--- config.mk ---
export PLATFORM = sky130hd
export DESIGN_NAME = unified_mem_arbiter
export DESIGN_NICKNAME = d
export VERILOG_FILES = /design/src/rtl/unified_mem_arbiter.sv
export SDC_FILE = /design/constraint.sdc
export NUM_CORES = 1
export LEC_CHECK = 0
export CAP_MARGIN = 10
export CORE_MARGIN = 8
export CORE_UTILIZATION = 45
export CTS_CLUSTER_SIZE = 10
export DETAILED_ROUTE_END_ITERATION = 10
export DONT_BUFFER_PORTS = 1
export GPL_TIMING_DRIVEN = 0
export PLACE_DENSITY = 0.68
export SLEW_MARGIN = 20
export SYNTH_ARGS = -nofsm -noshare
export SYNTH_HDL_FRONTEND = slang
export SYNTH_SLANG_ARGS = --single-unit
--- constraint.sdc ---
create_clock -name clk -period 2.1 [get_ports clk]
set_input_delay 0.42 -clock clk [delete_from_list [all_inputs] [get_ports clk]]
set_output_delay 0.42 -clock clk [all_outputs]
set_load 0.05 [all_outputs]
--- src/rtl/unified_mem_arbiter.sv ---
// rtl/unified_mem_arbiter.sv - round-robin arbiter of fetch and data ports onto one fixed-latency memory
module unified_mem_arbiter #(
  parameter int WORD_SIZE   = 16,
  parameter int MEM_LATENCY = 2
) (
  input  logic                 clk,
  input  logic                 reset_n,
  input  logic                 i_req,
  input  logic [WORD_SIZE-1:0] i_addr,
  output logic [WORD_SIZE-1:0] i_rdata,
  output logic                 i_ready,
  input  logic                 d_req,
  input  logic                 d_we,
  input  logic [WORD_SIZE-1:0] d_addr,
  input  logic [WORD_SIZE-1:0] d_wdata,
  output logic [WORD_SIZE-1:0] d_rdata,
  output logic                 d_ready,
  output logic                 mem_readM,
  output logic                 mem_writeM,
  output logic [WORD_SIZE-1:0] mem_address,
  output logic [WORD_SIZE-1:0] mem_wdata,
  input  logic [WORD_SIZE-1:0] mem_rdata,
  output logic [WORD_SIZE-1:0] num_i_access,
  output logic [WORD_SIZE-1:0] num_d_access
);

  typedef enum logic [1:0] {IDLE, BUSY_I, BUSY_D} state_t;

  localparam logic [3:0] CNT_INIT = 4'(MEM_LATENCY - 1);

  state_t     state, state_n;
  logic [3:0] cnt;
  logic       last_grant;  // 0 = fetch won last, 1 = data won last
  logic       we_q;
  logic       grant_i, grant_d;

  always_comb begin
    state_n = state;
    grant_i = 1'b0;
    grant_d = 1'b0;
    case (state)
      IDLE: begin
        if (i_req && d_req) begin
          grant_i = last_grant;
          grant_d = !last_grant;
        end else begin
          grant_d = d_req;
          grant_i = i_req;
        end
        if (grant_d)      state_n = BUSY_D;
        else if (grant_i) state_n = BUSY_I;
      end
      BUSY_I, BUSY_D: if (cnt == 4'd0) state_n = IDLE;
      default: state_n = IDLE;
    endcase

    i_ready = (state == BUSY_I) && (cnt == 4'd0);
    d_ready = (state == BUSY_D) && (cnt == 4'd0);
    i_rdata = i_ready ? mem_rdata : '0;
    // A completed write returns zero rather than whatever the memory drives.
    d_rdata = (d_ready && !we_q) ? mem_rdata : '0;
  end

  always_ff @(posedge clk) begin
    if (!reset_n) begin
      state        <= IDLE;
      cnt          <= 4'd0;
      last_grant   <= 1'b0;
      we_q         <= 1'b0;
      mem_readM    <= 1'b0;
      mem_writeM   <= 1'b0;
      mem_address  <= '0;
      mem_wdata    <= '0;
      num_i_access <= '0;
      num_d_access <= '0;
    end else begin
      state <= state_n;
      if (state == IDLE) begin
        if (grant_d) begin
          mem_address  <= d_addr;
          mem_wdata    <= d_wdata;
          we_q         <= d_we;
          mem_readM    <= !d_we;
          mem_writeM   <= d_we;
          cnt          <= CNT_INIT;
          last_grant   <= 1'b1;
          num_d_access <= num_d_access + 1'b1;
        end else if (grant_i) begin
          mem_address  <= i_addr;
          mem_wdata    <= '0;
          we_q         <= 1'b0;
          mem_readM    <= 1'b1;
          mem_writeM   <= 1'b0;
          cnt          <= CNT_INIT;
          last_grant   <= 1'b0;
          num_i_access <= num_i_access + 1'b1;
        end
      end else if (cnt == 4'd0) begin
        mem_readM  <= 1'b0;
        mem_writeM <= 1'b0;
      end else begin
        cnt <= cnt - 4'd1;
      end
    end
  end

endmodule

# --- Word level (Yosys, flattened, before mapping) ---
# Index checks and enable logic that the tools add are counted.
# W data, S select, Z words.
word_totals:
  regBits: 74
  inputBits: 69
  word_cells: 66
classes:
  addsub: 3
  eq_ne: 6
  muxes: 28
  bitwise_logic: 1
  reduce_logical: 18
op_table:
  columns: ["cell", "count"]
  rows:
  - ["$mux W16", 6]
  - ["$add A16 B1 Y16 const B", 2]
  - ["$mux W4", 4]
  - ["$mux W1", 14]
  - ["$reduce_and A2 Y1", 5]
  - ["$mux W2", 3]
  - ["$ne A3 B3 Y1 const B", 2]
  - ["$logic_and A1 B1 Y1", 4]
  - ["$logic_not A4 Y1", 1]
  - ["$pmux W2 S2", 1]
  - ["$reduce_bool A2 Y1", 2]
  - ["$sub A4 B1 Y4 const B", 1]
  - ["$logic_not A1 Y1", 3]
  - ["$reduce_and A3 Y1", 1]
  - ["$eq A2 B1 Y1 const B", 1]
  - ["$eq A2 B2 Y1 const B", 1]
  - ["$logic_not A2 Y1", 1]
  - ["$ne A2 B1 Y1 const B", 1]
  - ["$ne A2 B2 Y1 const B", 1]
  - ["$reduce_or A2 Y1", 1]
  - ["$not A1 Y1", 1]

# --- Longest topological paths before layout ---
# Gate-level depths: netlist of the first run.
depth:
  word_depth: 7
  mapped_depth: 8

# --- Least setup slack after synthesis of the first run ---
# OpenSTA, ideal clock, no wires.
synth_timing:
  path_type: "register to output"
  startpoint: "register cnt[0]"
  endpoint: "output port d_rdata[10]"
  arrival_ps: 2163
  required_ps: 1680
  path_slack_ps: -483
  path_stages_with_launch: 8
  n_path_buf: 1
  path_cell_list: "dfxtp_1 -> inv_1 -> ha_1 -> nor3b_1 -> and2_1 -> nor2b_1 -> clkbuf_1 -> and2_1"
synth_between:
  elab_chain_len: 4
synth_lines:
  columns: ["element", "line_no", "text"]
  rows:
  - ["start, declared", "32", "logic [3:0] cnt;"]
  - ["start signal, assigned", "102", "cnt <= cnt - 4'd1;"]
  - ["$logic_not A4 Y1", "58", "d_ready = (state == BUSY_D) && (cnt == 4'd0);"]
  - ["$logic_and A1 B1 Y1", "58", null]
  - ["net d_ready", "17", "output logic d_ready,"]
  - ["$logic_and A1 B1 Y1", "61", "d_rdata = (d_ready && !we_q) ? mem_rdata : '0;"]
  - ["$mux W16", "61", null]
  - ["end, declared", "16", "output logic [WORD_SIZE-1:0] d_rdata,"]
# The timed path passes the listed nets, and every way through them passes these cells.

# --- Worst setup path in the final report of the first run ---
layout_timing:
  startpoint: "register cnt[1]"
  endpoint: "output port d_rdata[14]"
# Same word-level chain as after synthesis.

==> out/qor.csv, run 1 <==
stage,metric,value,unit
placement,IO Port Bufs,0,
timing,Worst-Margin Slew,0.6766,ns
synth,Syn Nets,460,
layout,n_diodes,0,
critical_path,required time of the worst setup path,1.68,ns
timing,slack of the critical path,-0.3104,ns
detailed_routing,via count,2873,
timing,final hold slack,0.1960,ns
synth,Mean Syn Cell Area,8.660,µm²
critical_path,CP cell instances,"inv_2, ha_4, nor3b_4, and2_4, nor2b_4, buf_8, and2_4",
critical_path,critical path class,register to primary output,
layout,area of the multi-input gates,1882,µm²
critical_path,Reg2Reg Depth,6,
critical_path,Worst Path Arrival,1.99,ns
die,IO Pins,169,
synth,"top cells by count, synth","74 x dfxtp_1, 34 x nor2_1, 22 x a21oi_1, 22 x and2_1",
placement,Final HPWL DP,7065,µm
pwr,PnR Total Power,5822,µW
synth,post-synthesis sequential area ratio,44.66,%
clock_network,htree depth,3,
timing,RSZ-0062 raised after global routing,yes,
clock_network,CTS tree,done,
detailed_routing,via density per instance,5.735,
synth,Synth Warn #,0,
die,row count,31,
detailed_routing,antenna violation net count after detailed routing,0,
synth,ys async rst share,0,%
run,Max Cap Violations,0,
detailed_routing,Routed wire per std cell,18.96,µm
critical_path,CP max-delay cell,dfxtp_2,
timing,highest clock rate,0.4149,GHz
critical_path,CP Max Fanout,8,
min_path,WHS Path Cells,1,
synth,Syn Std Cell Area,3317,µm²
clock_network,clock net sink count,74,
synth,number of synthesized flops with an enable pin,0,
synth,top-area cell type share of the netlist area,44.66,%
layout,"Net count, final",474,
min_path,min-delay src,d_wdata[4],
global_route,Global Route Usage Sum,17.54,%
min_path,Hold EP,mem_wdata[4]$_SDFFE_PN0P_,
layout,final core utilization,55.01,%
synth,cell taking the most area after synthesis,dfxtp_1,
die,chip width,101.9,µm
synth,"count leader, synth",dfxtp_1,
placement,Final Wtd Congestion,0.7735,
global_route,largest net degree at the start of global routing,14,
global_route,first-pass GRT wire length,14460,µm
clock_network,clk buf depth,2,
clock_network,"Clk pin slew, worst setup/hold paths",0.08,ns
die,Starting Density,45.98,%
detailed_routing,final WL,9497,µm
detailed_routing,drt first pass iters,4,
timing,setup violators final,25,
synth,"top cells by area, synth","dfxtp_1 45%, a22o_1 4.2%, and2_1 4.1%, nor2_1 3.8%, and3_1 3.6%",
clock_network,clock latency on the worst-skew pair,0.34,ns
global_route,antenna violations before repair,0,
layout,share of layout cells above drive strength 1,23.63,%
pwr,Peak VDD IR,0.0007059,V
die,Die Span Y,101.9,µm
synth,Syn Inst Count,383,
critical_path,Critical Path Sink Type,primary output,
global_route,global route overflow,0,
die,area of the die,10370,µm²
die,CORE AREA,7214,µm²
pwr,Cell Pwr Density,1467,nW/µm²
timing,max-slew violations,0,
critical_path,CP max stage delay,0.34,ns
global_route,vias in the first global route,2913,
synth,top_reg_cell synth,dfxtp_1,
critical_path,capturing point of the worst reg2reg path,num_i_access[14]$_SDFFE_PN0P_,
timing,Final Cycle Share,114.8,%
pwr,Leak,0.001429,µW
outcome,status,finished with violations,
timing,Final Skew,0.007374,ns
timing,worst rel slew slack,54.83,%
layout,Layout area overhead,19.65,%
timing,final hold vios,0,
layout,Fillers,675,
min_path,Hold Crit Class,primary input to register,
critical_path,CP dominant cell by count,and2_4,
synth,post-synth cell types,38,
detailed_routing,DRC,0,
critical_path,Setup crit start kind,register,
layout,Register Area,1510,µm²
synth,Synth Register Bits,74,
timing,min Tclk post-route,2.410,ns
critical_path,reg2reg start,num_i_access[1]$_SDFFE_PN0P_,
outcome,failing checks,negative setup slack,
clock_network,CTS Buf Count,9,
clock_network,Clock Tree Root,clkbuf_8,
critical_path,Reg2Reg Setup Slack,0.09,ns
detailed_routing,initial drt markers,137,
[worst max-delay path, delay by kind of cell (launching register included)]
family	cells	cell delay [ns]
buffers and inverters	2	0.22
AND/OR/NAND/NOR	4	0.96
adder cells (fa/ha/maj)	1	0.13
flip-flops	1	0.34
[how the worst max path moves through the flow]
stage,from,endpoint,slack [ns],cells after the start
3_5_place_dp,cnt[0]$_SDFFE_PN0P_,i_rdata[11],-0.36,6
6_report,cnt[1]$_SDFFE_PN0P_,d_rdata[14],-0.31,7
5_1_grt,cnt[1]$_SDFFE_PN0P_,d_rdata[8],-0.42,7
4_1_cts,cnt[1]$_SDFFE_PN0P_,d_rdata[9],-0.35,7
3_3_place_gp,cnt[0]$_SDFFE_PN0P_,i_rdata[12],-0.28,6
2_1_floorplan,cnt[0]$_SDFFE_PN0P_,d_rdata[0],0.002,6
[power breakdown]
part | switching [µW] | internal [µW]
clock | 535 | 794
sequential | 837 | 1650
combinational | 1250 | 760
[layer usage]
metal / track usage (%) / routed length [µm] / vias to the layer above
li1: - / - / 1403
met1: 19.66 / 3665 / 1342
met2: 28.57 / 4680 / 117
met3: 8.515 / 1061 / 11
met4: 5.756 / 89 / 0
met5: 0 / 0 / -
[logic make-up (layout without fill, tap and decap cells)]
| kind of cell | count (synthesis) | after routing | synth area share [%] |
|---|---|---|---|
| buf+inv | 37 | 56 | 4.300 |
| mux | 2 | 2 | 0.6413 |
| simple gates | 163 | 163 | 26.59 |
| xor+xnor | 15 | 15 | 3.961 |
| flops | 74 | 74 | 44.66 |
| fa+ha+maj | 8 | 8 | 3.018 |
| compound gates | 84 | 84 | 16.82 |
[state kept, by name (all words and copies together) (netlist names)]
| register | flops |
|---|---|
| we_q | 1 |
| num_i_access | 16 |
| mem_wdata | 16 |
| state | 2 |
| num_d_access | 16 |
| cnt | 4 |
| mem_writeM | 1 |
| mem_address | 16 |
| mem_readM | 1 |
| last_grant | 1 |
[what timing repair did]
item,CTS,global route
cloned,1,0
hold buffers,0,0
pin swaps,20,5
buffers inserted,3,1
resized for setup,64,34
setup endpoints to repair,65,79
[cell usage in the layout (no fill, tap or decap), drive strengths merged, types with 2 or more instances in the layout]
cell	count
a21boi	2
a21oi	22
a22o	16
a311oi	2
and2	22
and3	19
and4	4
buf	12
bufinv	3
clkbuf	25
clkinv	2
dfxtp	74
ha	8
inv	13
nand2	15
nand2b	2
nand3	15
nand4	5
nor2	34
nor2b	2
nor3	18
nor4	3
nor4b	2
o21ai	12
o22ai	16
o31ai	9
or3	13
or4	8
xnor2	9
xor2	6
[area by class of cell]
| type | count | area share (%) |
|---|---|---|
| multi-input cells | 272 | 47.41 |
| flip-flops and latches | 74 | 38.05 |
| clock buffers | 10 | 3.216 |
| well taps | 99 | 3.121 |
| plain buffers | 22 | 2.932 |
| clock inverters | 6 | 2.900 |
| inverters | 13 | 1.230 |
| repair buffers | 5 | 1.135 |
[per-stage QoR]
| step | setup WS (ns) | TNS (ns) | instances | area [µm²] |
|---|---|---|---|---|
| 2_1_floorplan | 0.001679 | 0 | 383 | 3351 |
| 3_3_place_gp | -0.2819 | -9.158 | 482 | 3475 |
| 3_5_place_dp | -0.3584 | -12.20 | 482 | 3475 |
| 4_1_cts | -0.3474 | -6.309 | 502 | 3892 |
| 5_1_grt | -0.4213 | -7.426 | 501 | 3969 |
| 6_report | -0.3104 | -4.972 | 501 | 3969 |
Note: power is estimated with default switching activity, not from simulation.
==> run 2, diff against run 1 <==
- CORE_UTILIZATION: 45 -> 60
- PLACE_DENSITY: 0.68 -> 0.84
==> out/qor.csv, run 2 (synthesis results as in run 1) <==
stage,metric,value,unit,change
outcome,status,finished with violations,,
outcome,failing checks,negative setup slack,,
critical_path,Reg2Reg Setup Slack,0.11,ns,+0.02 ns
clock_network,CTS tree,done,,
detailed_routing,final WL,9241,µm,-2.7%
critical_path,Reg2Reg Depth,5,,-1
clock_network,Clock Tree Root,clkbuf_8,,
die,area of the die,8163,µm²,-21%
detailed_routing,Routed wire per std cell,19.37,µm,+2.2%
detailed_routing,metal2 WL,4626,µm,-1.2%
placement,placed cells,455,,-5.6%
critical_path,Worst Path Arrival,2.01,ns,+0.02 ns
timing,Final Skew,0.01364,ns,+0.006269 ns
die,chip width,90.35,µm,-11%
clock_network,clock net sink count,74,,unchanged
critical_path,CP Max Fanout,8,,unchanged
detailed_routing,M1 WL,3479,µm,-5.1%
min_path,Hold EP,mem_wdata[11]$_SDFFE_PN0P_,,
critical_path,CP cell instances,"inv_2, ha_4, nor3b_4, and2_4, nor2b_4, buf_8, and2_4",,
die,CORE AREA,5439,µm²,-25%
layout,Register Area,1510,µm²,unchanged
detailed_routing,antenna violation net count after detailed routing,0,,unchanged
detailed_routing,DRC,0,,unchanged
timing,Final Cycle Share,115.8,%,+0.98 points
critical_path,critical path class,register to primary output,,
pwr,Cell Pwr Density,1435,nW/µm²,-2.2%
detailed_routing,DR WL met3,1035,µm,-2.5%
critical_path,CP max-delay cell,dfxtp_2,,
detailed_routing,via density per instance,6.159,,+7.4%
timing,max-slew violations,0,,unchanged
global_route,Global Route Usage Sum,21.79,%,+4.3 points
die,row count,27,,-13%
critical_path,required time of the worst setup path,1.68,ns,about the same
placement,Final HPWL DP,6833,µm,-3.3%
layout,share of layout cells above drive strength 1,23.46,%,-0.18 points
timing,min Tclk post-route,2.431,ns,+0.02066 ns
run,Max Cap Violations,0,,unchanged
critical_path,Critical Path Sink Type,primary output,,
die,Die Span Y,90.35,µm,-11%
critical_path,CP dominant cell by count,and2_4,,
layout,Layout area overhead,17.01,%,
die,IO Pins,169,,unchanged
layout,"Net count, final",477,,+0.63%
critical_path,Top Family by Delay on Critical Path,simple AND/OR/NAND/NOR gates,,
clock_network,htree depth,3,,unchanged
timing,worst rel slew slack,54.85,%,about the same
critical_path,Setup crit start kind,register,,
layout,Fillers,421,,-38%
critical_path,capturing point of the worst reg2reg path,num_i_access[15]$_SDFFE_PN0P_,,
clock_network,"Clk pin slew, worst setup/hold paths",0.08,ns,about the same
clock_network,CTS Buf Count,9,,unchanged
critical_path,reg2reg start,num_i_access[5]$_SDFFE_PN0P_,,
placement,IO Port Bufs,0,,unchanged
detailed_routing,initial drt markers,111,,-19%
layout,"commonest cells after routing, fill and taps aside","61 x dfxtp_1, 32 x nor2_1, 21 x a21oi_1",,
min_path,min-delay src,d_wdata[11],,
timing,RSZ-0062 raised after global routing,yes,,
global_route,global route overflow,0,,unchanged
global_route,antenna violations before repair,0,,unchanged
die,Starting Density,60.98,%,+15 points
min_path,Hold Crit Class,primary input to register,,
layout,"commonest non-fill, non-tap cell in the layout",dfxtp_1,,
timing,Worst-Margin Slew,0.6764,ns,-0.0001991 ns
detailed_routing,via count,2938,,+2.3%
detailed_routing,drt first pass iters,5,,+1
global_route,first-pass GRT wire length,14770,µm,+2.2%
global_route,vias in the first global route,2944,,+1.1%
timing,setup violators final,25,,unchanged
pwr,Leak,0.001424,µW,-0.40%
timing,slack of the critical path,-0.3311,ns,-0.02066 ns
global_route,largest net degree at the start of global routing,14,,unchanged
critical_path,Buf/Inv on CP,2,,unchanged
layout,fin cells,477,,-4.8%
critical_path,CP max stage delay,0.33,ns,about the same
timing,highest clock rate,0.4113,GHz,-0.85%
timing,final hold vios,0,,unchanged
layout,n_diodes,0,,unchanged
timing,final hold slack,0.1975,ns,+0.001514 ns
placement,Final Wtd Congestion,0.7999,,+3.4%
clock_network,clk buf depth,2,,unchanged
clock_network,clock latency on the worst-skew pair,0.34,ns,about the same
pwr,Peak VDD IR,0.0008814,V,+25%
detailed_routing,DR top layer,met4,,
layout,area of the multi-input gates,1851,µm²,-1.7%
min_path,WHS Path Cells,1,,unchanged
## run 2: cell type report
class | instances | area share (%)
Clock buffer | 11 | 3.643
Multi-Input combinational cell | 272 | 47.68
Clock inverter | 5 | 1.644
Buffer | 22 | 2.805
Timing Repair Buffer | 8 | 1.741
Tap cell | 72 | 2.321
Inverter | 13 | 1.257
Sequential cell | 74 | 38.91
## run 2: report_power, final
| group | switching [µW] | internal (µW) |
|---|---|---|
| Clock | 535 | 588 |
| Combinational | 1230 | 738 |
| Sequential | 833 | 1650 |
| Total | 2600 | 2970 |
## run 2: worst max-delay path by stage
stage,cells after the start,slack [ns],to,start
finish,7,-0.33,d_rdata[5],cnt[1]$_SDFFE_PN0P_
global route,7,-0.39,d_rdata[5],cnt[1]$_SDFFE_PN0P_
CTS,7,-0.32,d_rdata[5],cnt[1]$_SDFFE_PN0P_
floorplan,6,0.002,d_rdata[0],cnt[0]$_SDFFE_PN0P_
global placement,6,-0.26,i_rdata[11],cnt[0]$_SDFFE_PN0P_
detailed placement,6,-0.29,i_rdata[11],cnt[0]$_SDFFE_PN0P_
## run 2: worst reg2reg max path, delay by kind of cell (launching register included)
kind            cells  cell delay, ns
simple gates        3            0.98
compound gates      1            0.15
flops               1            0.52
buf+inv             1            0.26
## run 2: per-stage QoR
| stage | area [µm²] | power (µW) | util [%] | worst slack (ns) | setup TNS (ns) |
|---|---|---|---|---|---|
| after floorplan | 3351 | 3812 | - | 0.001679 | 0 |
| after global placement | 3441 | 4087 | 63.26 | -0.2584 | -7.785 |
| after detailed placement | 3441 | 4137 | 63.26 | -0.2938 | -9.710 |
| after CTS | 3831 | 5503 | 70.44 | -0.3249 | -5.631 |
| after global routing | 3881 | 5830 | 71.36 | -0.3892 | -6.864 |
| final | 3881 | 5570 | 71.36 | -0.3311 | -5.282 |
## run 2: what timing repair did
action | CTS | global route
endpoints found under the hold margin | 0 | 0
hold buffers | 0 | 0
buffers inserted | 5 | 2
endpoints found under the setup margin | 61 | 70
cloned | 1 | 0
resized for setup | 63 | 20
pin swaps | 20 | 4
## run 2: metal layers
metal / vias to the layer above / track usage, %
met5: - / 0
met4: 0 / 8.044
met3: 10 / 11.89
met2: 106 / 36.81
met1: 1392 / 22.17
li1: 1430 / -
